$ cat config.mk
export PLATFORM = sky130hd
export DESIGN_NAME = gpio_irq
export DESIGN_NICKNAME = d
export VERILOG_FILES = /design/src/rtl/gpio_pkg.sv /design/src/rtl/gpio_irq_sync2.sv /design/src/rtl/gpio_irq.sv
export SDC_FILE = /design/constraint.sdc
export NUM_CORES = 1
export LEC_CHECK = 0
export ABC_AREA = 1
export CAP_MARGIN = 10
export CORE_UTILIZATION = 59
export CTS_CLUSTER_SIZE = 12
export DETAILED_ROUTE_END_ITERATION = 8
export PLACE_DENSITY = 0.84
export SYNTH_ARGS = -nofsm -noshare
export SYNTH_HDL_FRONTEND = slang
export SYNTH_SLANG_ARGS = --single-unit
$ cat constraint.sdc
create_clock -name clk -period 2.04 [get_ports clk]
set_input_delay 0.306 -clock clk [delete_from_list [all_inputs] [get_ports clk]]
set_output_delay 0.306 -clock clk [all_outputs]
set_load 0.05 [all_outputs]
$ cat src/rtl/gpio_pkg.sv
// Shared constants for the GPIO interrupt block: bus register map and arm-counter limit.
package gpio_pkg;

    localparam logic [1:0] ADDR_RISE_EN = 2'b00;
    localparam logic [1:0] ADDR_FALL_EN = 2'b01;
    localparam logic [1:0] ADDR_PENDING = 2'b10;
    localparam logic [1:0] ADDR_LEVEL   = 2'b11;

    // Edge detection becomes live once the arm counter saturates here.
    localparam logic [1:0] ARM_DONE     = 2'd3;

endpackage

$ cat src/rtl/gpio_irq_sync2.sv
// Two-flop synchronizer bringing asynchronous pin levels into the clk domain.
module sync2 #(
    parameter int unsigned width = 1
) (
    input  logic             clk,
    input  logic             reset,
    input  logic [width-1:0] d,
    output logic [width-1:0] q
);

    logic [width-1:0] s1_q;
    logic [width-1:0] s2_q;

    always_ff @(posedge clk) begin
        if (reset) begin
            s1_q <= '0;
            s2_q <= '0;
        end else begin
            s1_q <= d;
            s2_q <= s1_q;
        end
    end

    assign q = s2_q;

endmodule

$ cat src/rtl/gpio_irq.sv
// GPIO edge-interrupt controller: per-pin rise/fall enables, W1C pending bits, registered irq.
module gpio_irq
    import gpio_pkg::*;
#(
    parameter int unsigned npins = 16
) (
    input  logic             clk,
    input  logic             reset,
    input  logic [npins-1:0] pin_in,
    input  logic [npins-1:0] data_write,
    input  logic [1:0]       addr,
    input  logic             w_strobe,
    output logic [npins-1:0] data_read,
    output logic             irq
);

    logic [npins-1:0] s2;
    logic [npins-1:0] prev_q;
    logic [npins-1:0] rise_en_q,   rise_en_d;
    logic [npins-1:0] fall_en_q,   fall_en_d;
    logic [npins-1:0] pending_q,   pending_d;
    logic [npins-1:0] data_read_q, data_read_d;
    logic [1:0]       arm_q,       arm_d;
    logic             irq_q,       irq_d;

    logic             armed;
    logic [npins-1:0] rise;
    logic [npins-1:0] fall;
    logic [npins-1:0] set;
    logic [npins-1:0] clr;

    sync2 #(.width(npins)) u_sync (
        .clk   (clk),
        .reset (reset),
        .d     (pin_in),
        .q     (s2)
    );

    always_comb begin
        armed       = (arm_q == ARM_DONE);
        arm_d       = armed ? arm_q : arm_q + 2'd1;
        rise        = s2 & ~prev_q;
        fall        = ~s2 & prev_q;
        set         = armed ? ((rise & rise_en_q) | (fall & fall_en_q)) : '0;
        clr         = '0;
        rise_en_d   = rise_en_q;
        fall_en_d   = fall_en_q;
        data_read_d = '0;

        if (w_strobe) begin
            case (addr)
                ADDR_RISE_EN: rise_en_d = data_write;
                ADDR_FALL_EN: fall_en_d = data_write;
                ADDR_PENDING: clr       = data_write;
                default:      ;
            endcase
        end

        // Set is OR-ed in after the clear so a same-cycle edge wins over W1C.
        pending_d = (pending_q & ~clr) | set;

        case (addr)
            ADDR_RISE_EN: data_read_d = rise_en_q;
            ADDR_FALL_EN: data_read_d = fall_en_q;
            ADDR_PENDING: data_read_d = pending_q;
            ADDR_LEVEL:   data_read_d = s2;
            default:      data_read_d = '0;
        endcase

        irq_d = |pending_q;
    end

    always_ff @(posedge clk) begin
        if (reset) begin
            prev_q      <= '0;
            rise_en_q   <= '0;
            fall_en_q   <= '0;
            pending_q   <= '0;
            data_read_q <= '0;
            arm_q       <= '0;
            irq_q       <= 1'b0;
        end else begin
            prev_q      <= s2;
            rise_en_q   <= rise_en_d;
            fall_en_q   <= fall_en_d;
            pending_q   <= pending_d;
            data_read_q <= data_read_d;
            arm_q       <= arm_d;
            irq_q       <= irq_d;
        end
    end

    assign data_read = data_read_q;
    assign irq       = irq_q;

endmodule

* Word-level counts from Yosys, hierarchy flattened
Cells that the tools add are included.
Word-level totals: flip-flop bits (word level) 115, input port bits 37, output and inout port bits 17, word-level logic and storage cells 32
Operators by class: add/sub/neg operators 1, equal/unequal tests 4, multiplexer cells 4, bitwise logic cells 10, reduce and logical (&&, ||, !) cells 4
Operators by type and width (count):
- bitwise AND 16 bit | 5
- one-hot mux 16 bit (4 select lines) | 1
- 2-to-1 mux 16 bit | 3
- NOT 16 bit | 3
- OR 16 bit | 2
- OR reduction 16 bit | 1
- equality test 2 bit, second input constant | 3
- AND reduction 2 bit | 2
- adder 2 x 1 -> 2 bit, second input constant | 1
- equality test 2 x 1 -> 1 bit, second input constant | 1
- zero test 2 bit | 1

* Logic depth before layout (Yosys ltp)
depth in word-level cells 6, depth in mapped cells 7, depth with buffers taken out 6

* By module
A second synthesis with hierarchy kept.
Unflattened totals: cells, all modules 630, area total of the unflattened synthesis 4476.8 µm²
By module, submodules not included:
- gpio_irq | times used 1, cells an instance 531, area each 3562.2 µm², sequential area each 1661.6 µm²
- sync2 | times used 1, cells an instance 99, area each 914.6 µm², sequential area each 640.6 µm²

* Worst setup path before layout
Ideal clock, no wire load.
kind reg-to-reg, start register arm_q[0], end register pending_q[10], library setup time 0.070 ns, arrival 1.123 ns, required time 1.970 ns, slack 0.846 ns, cell stages (with the launch flop) 6, buffers on the path 2, period minus slack after synthesis 1.194 ns, cell sequence dfxtp_1 ha_1 buf_2 buf_1 nand3_1 a21oi_1
On the way: longest elaborated chain between the ends 3
RTL lines:
- from (decl) | line gpio_irq.sv:23 | logic [1:0] arm_q, arm_d;
- from (signal assigned) | line gpio_irq.sv:88 | arm_q <= arm_d;
- equality test 2 bit | line gpio_irq.sv:40 | armed = (arm_q == ARM_DONE);
- 2-to-1 mux 16 bit | line gpio_irq.sv:44 | set = armed ? ((rise & rise_en_q) | (fall & fall_en_q)) : '0;
- OR 16 bit | line gpio_irq.sv:60 | pending_d = (pending_q & ~clr) | set;
- to (signal assigned) | line gpio_irq.sv:86 | pending_q <= pending_d;
- to (decl) | line gpio_irq.sv:21 | logic [npins-1:0] pending_q, pending_d;
No other way between the ends. A chain may end at the register's enable or synchronous reset.

* Final worst setup path
start register data_read_q[12], in the netlist data_read[12], end output port data_read[12]
RTL lines:
- from (decl) | line gpio_irq.sv:22 | logic [npins-1:0] data_read_q, data_read_d;
- from (signal assigned) | line gpio_irq.sv:87 | data_read_q <= data_read_d;
- to (decl) | line gpio_irq.sv:13 | output logic [npins-1:0] data_read,
No word-level cell between the ends.

==> metrics.txt <==
Crit path max-delay family buffers and inverters; drt first pass iters 7; area growth from synthesis to layout 28.1%; total negative slack 0 ns; Buf+Inv Stages, Crit Path 1; antenna violations before repair 0; post-route setup slack 0.0824 ns; TritonCTS Buffers 17; Die Area 7840 µm²; min-delay src pin_in[11]; I/O pin cnt 54; wire per inst 14.1 µm; VDD IR max 0.753 mV; Remaining Overflow, GRT 0; P_leak 2.45 nW; Crit. End Element primary output; Max stage delay on crit path 0.81 ns; via count 4,214; count of state elements after synthesis 115; Root Buffer clkbuf_8; pre-CTS setup slack 0.196 ns; vias in the first global route 4,083; period utilisation layout 96.0%; share of cells above drive strength 1 7.99%; first-pass GRT wire length 18,700 µm; crit path kind flip-flop to primary output; Worst Setup Start Kind flip-flop; Comb power frac 9.1%; RSZ-0062 raised after global routing false; Sw Ratio 23.9%; final slew viol count 0; DRC 0; Die X 88.6 µm; Internal 4.37 mW; Yosys top cell by area dfxtp_1; Total Wirelength 11,300 µm; Synth Cell Area 4420 µm²; number of H-tree levels 4; Seq pwr share 41.9%; # resized after CTS 0; CTS tree done; final core utilization 78.1%; outcome complete, no violations; relative slew slack 65.4%; Setup Skew 0.00687 ns; cell area power density 1010 nW/µm²; Seq/Total Area, Yosys 52.1%; port bufs 53; Placed Instances 769; top post-synthesis cells by area dfxtp_1 52%, nand2_1 14%, nor2_1 9.9%, o21ai_0 7.1%, inv_1 6.0%; Initial Util 61.0%; DRT iter0 DRCs 382; clock sinks 115; Final Non-Filler Cells 800; Final Wtd Congestion 0.907; Setup Fix Bufs, Post-CTS 0; detailed placement HPWL 6900 µm; crit path time final 1.96 ns; antenna-violating nets left 0; fmax 0.511 GHz; CP cell instances clkdlybuf4s50_1; Hold WC Path Type input port to flip-flop; Synth top area share 52.1%; yosys warns 0; Worst EP required 1.73 ns; post-detailed-route via-to-cell ratio 5.27; Skew-Pair Late Insertion Delay 0.51 ns; final hold vios 0; Register Area 2300 µm²; # Max-Cap Violations 0; hold buffers post-CTS 0; reg2reg start arm_q[0]; n_diodes 0; setup violators final 0; multi-input logic area 1720 µm²; Die Y 88.6 µm; Sw Pwr 1.37 mW; GRT Util Overall 31.9%; Data arrival, critical path 1.65 ns; layout net count 727; CTS Buffer Depth 2; worst-path cell with the longest stage delay clkdlybuf4s50_1; Avg Inst Size Synth 7.07 µm²; Cell variety after synth 18; Worst setup startpoint data_read[12]; Tightest Pin Transition 0.518 ns; fillcell total 510; # rows 31; Syn Inst Count 625; Core ar. 7250 µm²; Clock Pin Slew Worst Setup and Hold Paths 0.06 ns; WHS 0.302 ns; Mapped Nets 663; Critical Path Fanout Max 1; clock power share 49.1%; largest net degree at the start of global routing 83
cell families (layout without fill, tap and decap cells):
group	after synthesis	after routing	share of synthesized area (%)
xor+xnor	1	1	0.198
compound gates	102	102	11.5
simple gates	305	305	26.8
flops	115	115	52.1
fa+ha+maj	1	1	0.283
buf+inv	101	177	9.14
layer usage:
| layer | global-route usage (%) | wire, µm | vias up |
|---|---|---|---|
| met5 | 0 | 0 | - |
| met4 | 17.7 | 261 | 0 |
| met3 | 8.86 | 1050 | 41 |
| met2 | 53.8 | 5610 | 235 |
| met1 | 36.7 | 4380 | 1887 |
| li1 | - | - | 2051 |
power groups by stage:
stage | Clock, mW | Sequential [mW] | Combinational [mW]
global route | 2.95 | 2.41 | 0.571
detailed placement | 0 | 2.45 | 0.509
floorplan | 0 | 2.50 | 0.237
CTS | 2.82 | 2.40 | 0.518
finish | 2.82 | 2.40 | 0.522
global placement | 0 | 2.44 | 0.493
worst paths after layout:
check / to / slack [ns] / cells past startpoint
setup / recovery: data_read[12] / 0.08 / 1
setup reg to reg: pending_q[1] / 0.76 / 4
hold reg to reg: u_sync.q[1] / 0.40 / 2
hold / removal: u_sync.s1_q[11] / 0.30 / 3
sequential cells by signal, summed over array words and instances (netlist names):
register     count
arm_q            2
data_read       16
fall_en_q       16
irq              1
pending_q       16
prev_q          16
rise_en_q       16
u_sync.q        16
u_sync.s1_q     16
layout make-up:
type                            count  share of cell area, %
Clock buffer                       22                   8.17
Clock inverter                      9                   1.86
Inverter                           75                   4.97
Multi-Input combinational cell    409                   30.3
Sequential cell                   115                   40.6
Tap cell                           99                   2.19
Timing Repair Buffer               71                   11.9
through the flow:
| stage | cell area, µm² | power (mW) |
|---|---|---|
| after floorplan | 4420 | 2.73 |
| after global placement | 5100 | 2.94 |
| after detailed placement | 5100 | 2.96 |
| after CTS | 5660 | 5.74 |
| after global routing | 5660 | 5.93 |
| final | 5660 | 5.74 |
cell usage in the layout, fill, tap and decap left out, types with 4 or more instances in the layout:
master,netlist,final
clkbuf_8,0,4
inv_2,4,4
clkdlybuf4s50_1,0,52
dfxtp_1,115,115
buf_4,4,17
inv_1,71,71
o21ai_0,63,63
nand3_1,16,16
nor2_1,117,117
a21oi_1,37,37
nand2_1,168,168
clkbuf_16,0,16
clkinvlp_4,0,4
Yosys cell counts (all sizes together):
master	instances
buf	13
ha	1
nor2	120
nand3	17
dfxtp	115
clkbuf	13
o21ai	65
a21oi	37
xor2	1
nand2	168
inv	75
Power figures use the tool's default switching activity.
